File: config.mk
export PLATFORM = sky130hd
export DESIGN_NAME = vga_timing_gen_flat
export DESIGN_NICKNAME = d
export VERILOG_FILES = /design/src/rtl/vga_timing_if.sv /design/src/rtl/vga_timing_gen.sv /design/src/flat_wrapper.sv
export SDC_FILE = /design/constraint.sdc
export NUM_CORES = 1
export LEC_CHECK = 0
export CORE_AREA = 3 3 74 76
export CTS_BUF_LIST = sky130_fd_sc_hd__clkbuf_4 sky130_fd_sc_hd__clkbuf_8 sky130_fd_sc_hd__clkbuf_16
export DETAILED_ROUTE_END_ITERATION = 8
export DIE_AREA = 0 0 77 79
export DONT_BUFFER_PORTS = 1
export PLACE_DENSITY_LB_ADDON = 0.12
export SYNTH_ARGS = -nofsm -noshare
export SYNTH_HDL_FRONTEND = slang
export SYNTH_SLANG_ARGS = --single-unit
export TNS_END_PERCENT = 20
File: constraint.sdc
create_clock -name vga_clk -period 3.2 [get_ports vga_clk]
set_clock_uncertainty 0.2 [all_clocks]
set_input_delay 0.64 -clock vga_clk [delete_from_list [all_inputs] [get_ports vga_clk]]
set_output_delay 0.64 -clock vga_clk [all_outputs]
set_load 0.02 [all_outputs]
File: src/rtl/vga_timing_if.sv
// Raster timing bundle from the timing generator to renderers and the VGA connector.
interface vga_timing_if;
    logic [9:0]  DrawX;
    logic [9:0]  DrawY;
    logic        blank;
    logic        hs;
    logic        vs;
    logic        frame_start;
    logic [15:0] frame_count;

    modport master (output DrawX, DrawY, blank, hs, vs, frame_start, frame_count);
    modport slave  (input  DrawX, DrawY, blank, hs, vs, frame_start, frame_count);
endinterface

File: src/rtl/vga_timing_gen.sv
// Pixel-rate 640x480@60 raster generator: DrawX/DrawY/blank plus hs/vs delayed
// by SYNC_DELAY cycles so sync stays aligned with the registered renderer colour.
module vga_timing_gen #(
    parameter int H_VISIBLE  = 640,
    parameter int H_FP       = 16,
    parameter int H_SYNC     = 96,
    parameter int H_BP       = 48,
    parameter int V_VISIBLE  = 480,
    parameter int V_FP       = 10,
    parameter int V_SYNC     = 2,
    parameter int V_BP       = 33,
    parameter int SYNC_DELAY = 1
) (
    input  logic        vga_clk,
    input  logic        reset,
    vga_timing_if.master vga
);
    localparam int H_TOTAL = H_VISIBLE + H_FP + H_SYNC + H_BP;
    localparam int V_TOTAL = V_VISIBLE + V_FP + V_SYNC + V_BP;

    localparam logic [9:0] H_LAST = 10'(H_TOTAL - 1);
    localparam logic [9:0] V_LAST = 10'(V_TOTAL - 1);
    localparam logic [9:0] H_VIS  = 10'(H_VISIBLE);
    localparam logic [9:0] V_VIS  = 10'(V_VISIBLE);
    localparam logic [9:0] HS_BEG = 10'(H_VISIBLE + H_FP);
    localparam logic [9:0] HS_END = 10'(H_VISIBLE + H_FP + H_SYNC);
    localparam logic [9:0] VS_BEG = 10'(V_VISIBLE + V_FP);
    localparam logic [9:0] VS_END = 10'(V_VISIBLE + V_FP + V_SYNC);

    logic [9:0]  hcnt, vcnt, h_nxt, v_nxt;
    logic        h_last, v_last;
    logic        hs_raw, vs_raw;
    logic [9:0]  draw_x, draw_y;
    logic        blank_q, frame_start_q, running;
    logic [15:0] frame_cnt;
    // Stage 0 is aligned with DrawX/DrawY; bit 1 = hs, bit 0 = vs.
    logic [SYNC_DELAY:0][1:0] sync_pipe;

    // All outputs decode the next-state counts so they land with the same pixel.
    always_comb begin
        h_last = (hcnt == H_LAST);
        v_last = (vcnt == V_LAST);
        h_nxt  = h_last ? 10'd0 : hcnt + 10'd1;
        v_nxt  = vcnt;
        if (h_last)
            v_nxt = v_last ? 10'd0 : vcnt + 10'd1;
        hs_raw = !((h_nxt >= HS_BEG) && (h_nxt < HS_END));
        vs_raw = !((v_nxt >= VS_BEG) && (v_nxt < VS_END));
    end

    always_ff @(posedge vga_clk) begin
        if (reset) begin
            hcnt          <= H_LAST;
            vcnt          <= V_LAST;
            draw_x        <= '0;
            draw_y        <= '0;
            blank_q       <= 1'b0;
            frame_start_q <= 1'b0;
            frame_cnt     <= '0;
            running       <= 1'b0;
            sync_pipe     <= '1;
        end else begin
            hcnt          <= h_nxt;
            vcnt          <= v_nxt;
            draw_x        <= h_nxt;
            draw_y        <= v_nxt;
            blank_q       <= (h_nxt < H_VIS) && (v_nxt < V_VIS);
            frame_start_q <= (h_nxt == 10'd0) && (v_nxt == 10'd0);
            running       <= 1'b1;
            // The parked post-reset position wraps to (0,0) without completing a frame.
            if (h_last && v_last && running)
                frame_cnt <= frame_cnt + 16'd1;
            sync_pipe[0] <= {hs_raw, vs_raw};
            for (int i = 1; i <= SYNC_DELAY; i++)
                sync_pipe[i] <= sync_pipe[i-1];
        end
    end

    assign vga.DrawX       = draw_x;
    assign vga.DrawY       = draw_y;
    assign vga.blank       = blank_q;
    assign vga.frame_start = frame_start_q;
    assign vga.frame_count = frame_cnt;
    assign vga.hs          = sync_pipe[SYNC_DELAY][1];
    assign vga.vs          = sync_pipe[SYNC_DELAY][0];
endmodule
File: src/flat_wrapper.sv
// flat-port wrapper written by rule: the top's interface ports become plain ports
module vga_timing_gen_flat 
#(
    parameter int H_VISIBLE  = 640,
    parameter int H_FP       = 16,
    parameter int H_SYNC     = 96,
    parameter int H_BP       = 48,
    parameter int V_VISIBLE  = 480,
    parameter int V_FP       = 10,
    parameter int V_SYNC     = 2,
    parameter int V_BP       = 33,
    parameter int SYNC_DELAY = 1
)
  (vga_clk, reset, vga_DrawX, vga_DrawY, vga_blank, vga_hs, vga_vs, vga_frame_start, vga_frame_count);
  vga_timing_if vga_i ();
  input  logic vga_clk;
  input  logic reset;
  output wire logic [$bits(vga_i.DrawX)-1:0] vga_DrawX;
  output wire logic [$bits(vga_i.DrawY)-1:0] vga_DrawY;
  output wire logic [$bits(vga_i.blank)-1:0] vga_blank;
  output wire logic [$bits(vga_i.hs)-1:0] vga_hs;
  output wire logic [$bits(vga_i.vs)-1:0] vga_vs;
  output wire logic [$bits(vga_i.frame_start)-1:0] vga_frame_start;
  output wire logic [$bits(vga_i.frame_count)-1:0] vga_frame_count;
  assign vga_DrawX = vga_i.DrawX;
  assign vga_DrawY = vga_i.DrawY;
  assign vga_blank = vga_i.blank;
  assign vga_hs = vga_i.hs;
  assign vga_vs = vga_i.vs;
  assign vga_frame_start = vga_i.frame_start;
  assign vga_frame_count = vga_i.frame_count;
  vga_timing_gen #(.H_VISIBLE(H_VISIBLE), .H_FP(H_FP), .H_SYNC(H_SYNC), .H_BP(H_BP), .V_VISIBLE(V_VISIBLE), .V_FP(V_FP), .V_SYNC(V_SYNC), .V_BP(V_BP), .SYNC_DELAY(SYNC_DELAY)) u_core (.vga_clk(vga_clk), .reset(reset), .vga(vga_i));
endmodule
==> results.ini <==
[synth]
synth_area_leaders=dfxtp_1 43%, nor2_1 5.0%, xor2_1 4.6%, o21ai_0 3.2%, buf_4 3.0%
ys_types=44
yosys_register_bits=53
synth.cell_area_sq_um=2484
syn_nets=288
yosysSeqAreaShare_pct=42.72
yosys.area.top_type=dfxtp_1
synthCells=282
synth_top_area_share_pct=42.72
synth.avg_cell_area_sq_um=8.807
ys_warn_count=0

[placed_design]
placed_cells=327
portBuffers=0
pre_cts_ws_ns=0.4561
routabilityCongestion=0.8449
hpwlAfterDp_um=3510

[pwr]
power.total_mw=2.187
pwr_density_cell_nw_per_um2=872.6
power_leakage_nw=0.9056
vdd_drop_max_uv=495.6

[cells_and_area]
fill_cells=454
multiInputGateArea_sq_um=1245
n_antenna_cell=0
area_growth_pct=0.9067
nNetsFinal=273
drive_gt1_share_pct=7.090
seq_area_sq_um=1061
finalNonFillerCells=335

[outcome]
outcome=complete, no violations

[sta]
relSlewSlack_pct=55.84
layout_setup_ws_ns=0.3774
fin_crit_ns=2.823
maxSlewViolCount=0
fin_setup_tns_ns=0
setup_viol=0
worst_pin_slew_ns=0.6614
fmax_mhz=354.3
period_share_pct=88.20
whs_ns=0.1910
rsz0062_at_grt=no
hold_violations=0

[clock_tree]
root_buffer=clkbuf_8
tritoncts=built
clk_latency_ns=0.30
cts_setup_buffers=0
cts_sinks=53
cts.repair.resized=0
clk_pin_slew_ns=0.09
holdBufCountCts=0
htreeDepth=2
cts_made_buffers=5
clockBufferDepth=2

[grt]
grt.overflow.total=0
grt_pass1_vias=1752
grt_max_degree=39
grt_pass1_wl_um=8625
antenna_found_initial=0
track_usage_pct=17.36

[worst_setup_path]
worst_setup_path_end_kind=flop
cp.arrival_ns=2.84
critPathLaunch=u_core.hcnt[0]
r2r_start=u_core.hcnt[0]
cp.required_ns=3.22
startpoint_type=flop
crit_type=reg2reg
critPathMaxFanout=19

[floorplan]
dieHeight_um=79
ioPinCount=42
core_sq_um=4786
die_w_um=77
die_area_sq_um=6083
std_cell_rows=25
start_util_pct=51.90

[drt]
drc_errors=0
detail-route-antenna-nets=0
vias_per_cell=5.543
wl_per_cell_um=14.90
dr.first_iter.drc_count=76
drtPass1Iterations=4
totalWireLength_um=4992
num_vias=1857

[hold_path]
hp-class=in2reg
min_from=reset

[flow_run]
drv_cap=0

## path summary, 6_finish.rpt
check	slack, ns	cells after the start	to
hold reg to reg	0.21	1	u_core.vga.vs
hold / removal	0.19	1	u_core.vga.frame_count[9]
setup / recovery	0.38	7	u_core.vga.frame_start
setup reg to reg	0.38	7	u_core.vga.frame_start
## kinds of logic after synthesis
kind of cell	after synthesis	share of synthesized area, %
mux	1	0.4030
fa+ha+maj	4	2.015
simple gates	131	30.68
flops	53	42.72
buf+inv	30	7.154
compound gates	44	10.33
xor+xnor	19	6.700
## synthesized netlist by cell type, drive strengths merged
| library cell | count |
|---|---|
| nand3 | 15 |
| o2111ai | 1 |
| a211oi | 2 |
| or3 | 8 |
| and3b | 1 |
| nand4 | 6 |
| nor3 | 9 |
| and4 | 6 |
| clkbuf | 5 |
| inv | 8 |
| and3 | 6 |
| xnor2 | 6 |
| xor2 | 13 |
| nor4 | 4 |
| nand4b | 1 |
| buf | 17 |
| o211ai | 1 |
| nand4bb | 1 |
| a211o | 2 |
| nor2b | 3 |
| o31ai | 1 |
| ha | 4 |
| a21oi | 14 |
| and2 | 4 |
| nor2 | 33 |
| o21ai | 16 |
| nand2 | 20 |
| or2 | 4 |
| or4 | 2 |
| o21bai | 2 |
| a31oi | 3 |
| mux2i | 1 |
| nor4b | 2 |
| a31o | 1 |
| nor3b | 2 |
| a22oi | 1 |
| dfxtp | 53 |
| nand2b | 4 |
## layout by cell type (no fill, tap or decap), drive strengths merged, types with 5 or more instances in the layout
| cell type | synthesis | routed |
|---|---|---|
| a21oi | 14 | 14 |
| and3 | 6 | 6 |
| and4 | 6 | 6 |
| clkbuf | 5 | 5 |
| dfxtp | 53 | 53 |
| inv | 8 | 8 |
| nand2 | 20 | 20 |
| nand3 | 15 | 15 |
| nand4 | 6 | 6 |
| nor2 | 33 | 33 |
| nor3 | 9 | 9 |
| o21ai | 16 | 16 |
| or3 | 8 | 8 |
| xnor2 | 6 | 6 |
| xor2 | 13 | 13 |
## metal layers
layer	GRT usage [%]	vias up	share of wire [%]	wire length, um
met2	27.61	45	44	2210
met4	6.050	0	2.0	100
li1	-	949	-	-
met3	6.349	11	6.7	335
met1	21.74	852	47	2345
met5	0	-	0	0
## metrics by stage
step | instance area (sq um) | utilization [%]
after floorplan | 2484 | -
after global placement | 2420 | 50.56
after detailed placement | 2420 | 50.56
after CTS | 2506 | 52.37
after global routing | 2506 | 52.37
final | 2506 | 52.37
## critical path, stage by stage, from the launching register on
cell,delay (ns)
dfxtp_1,0.42
ha_1,0.32
nand4_4,0.17
nor3_4,0.58
o21ai_0,0.18
a21oi_1,0.45
nand3_1,0.14
nor4_1,0.27
## power by group
part           leakage (nW)  switching [mW]  internal [mW]  total [mW]
Combinational         0.428           0.468          0.316       0.783
Clock                0.0439           0.215          0.151       0.366
Sequential            0.433           0.243          0.794        1.04
## registers in the layout, summed over array words and instances, names as in the netlist
signal                  cells
u_core.hcnt                 7
u_core.vcnt                 3
u_core.vga.hs               1
u_core.vga.frame_count     16
u_core.vga.frame_start      1
u_core.vga.blank            1
u_core.sync_pipe            2
u_core.vga.vs               1
u_core.running              1
u_core.vga.DrawX           10
u_core.vga.DrawY           10
## layout make-up
class	instances	area share (%)
Clock buffer	5	2.746
Inverter	8	1.198
Multi-Input combinational cell	199	49.68
Sequential cell	53	42.34
Tap cell	67	3.345
Clock inverter	3	0.6990
No activity file was read; power rests on OpenSTA's default activity.
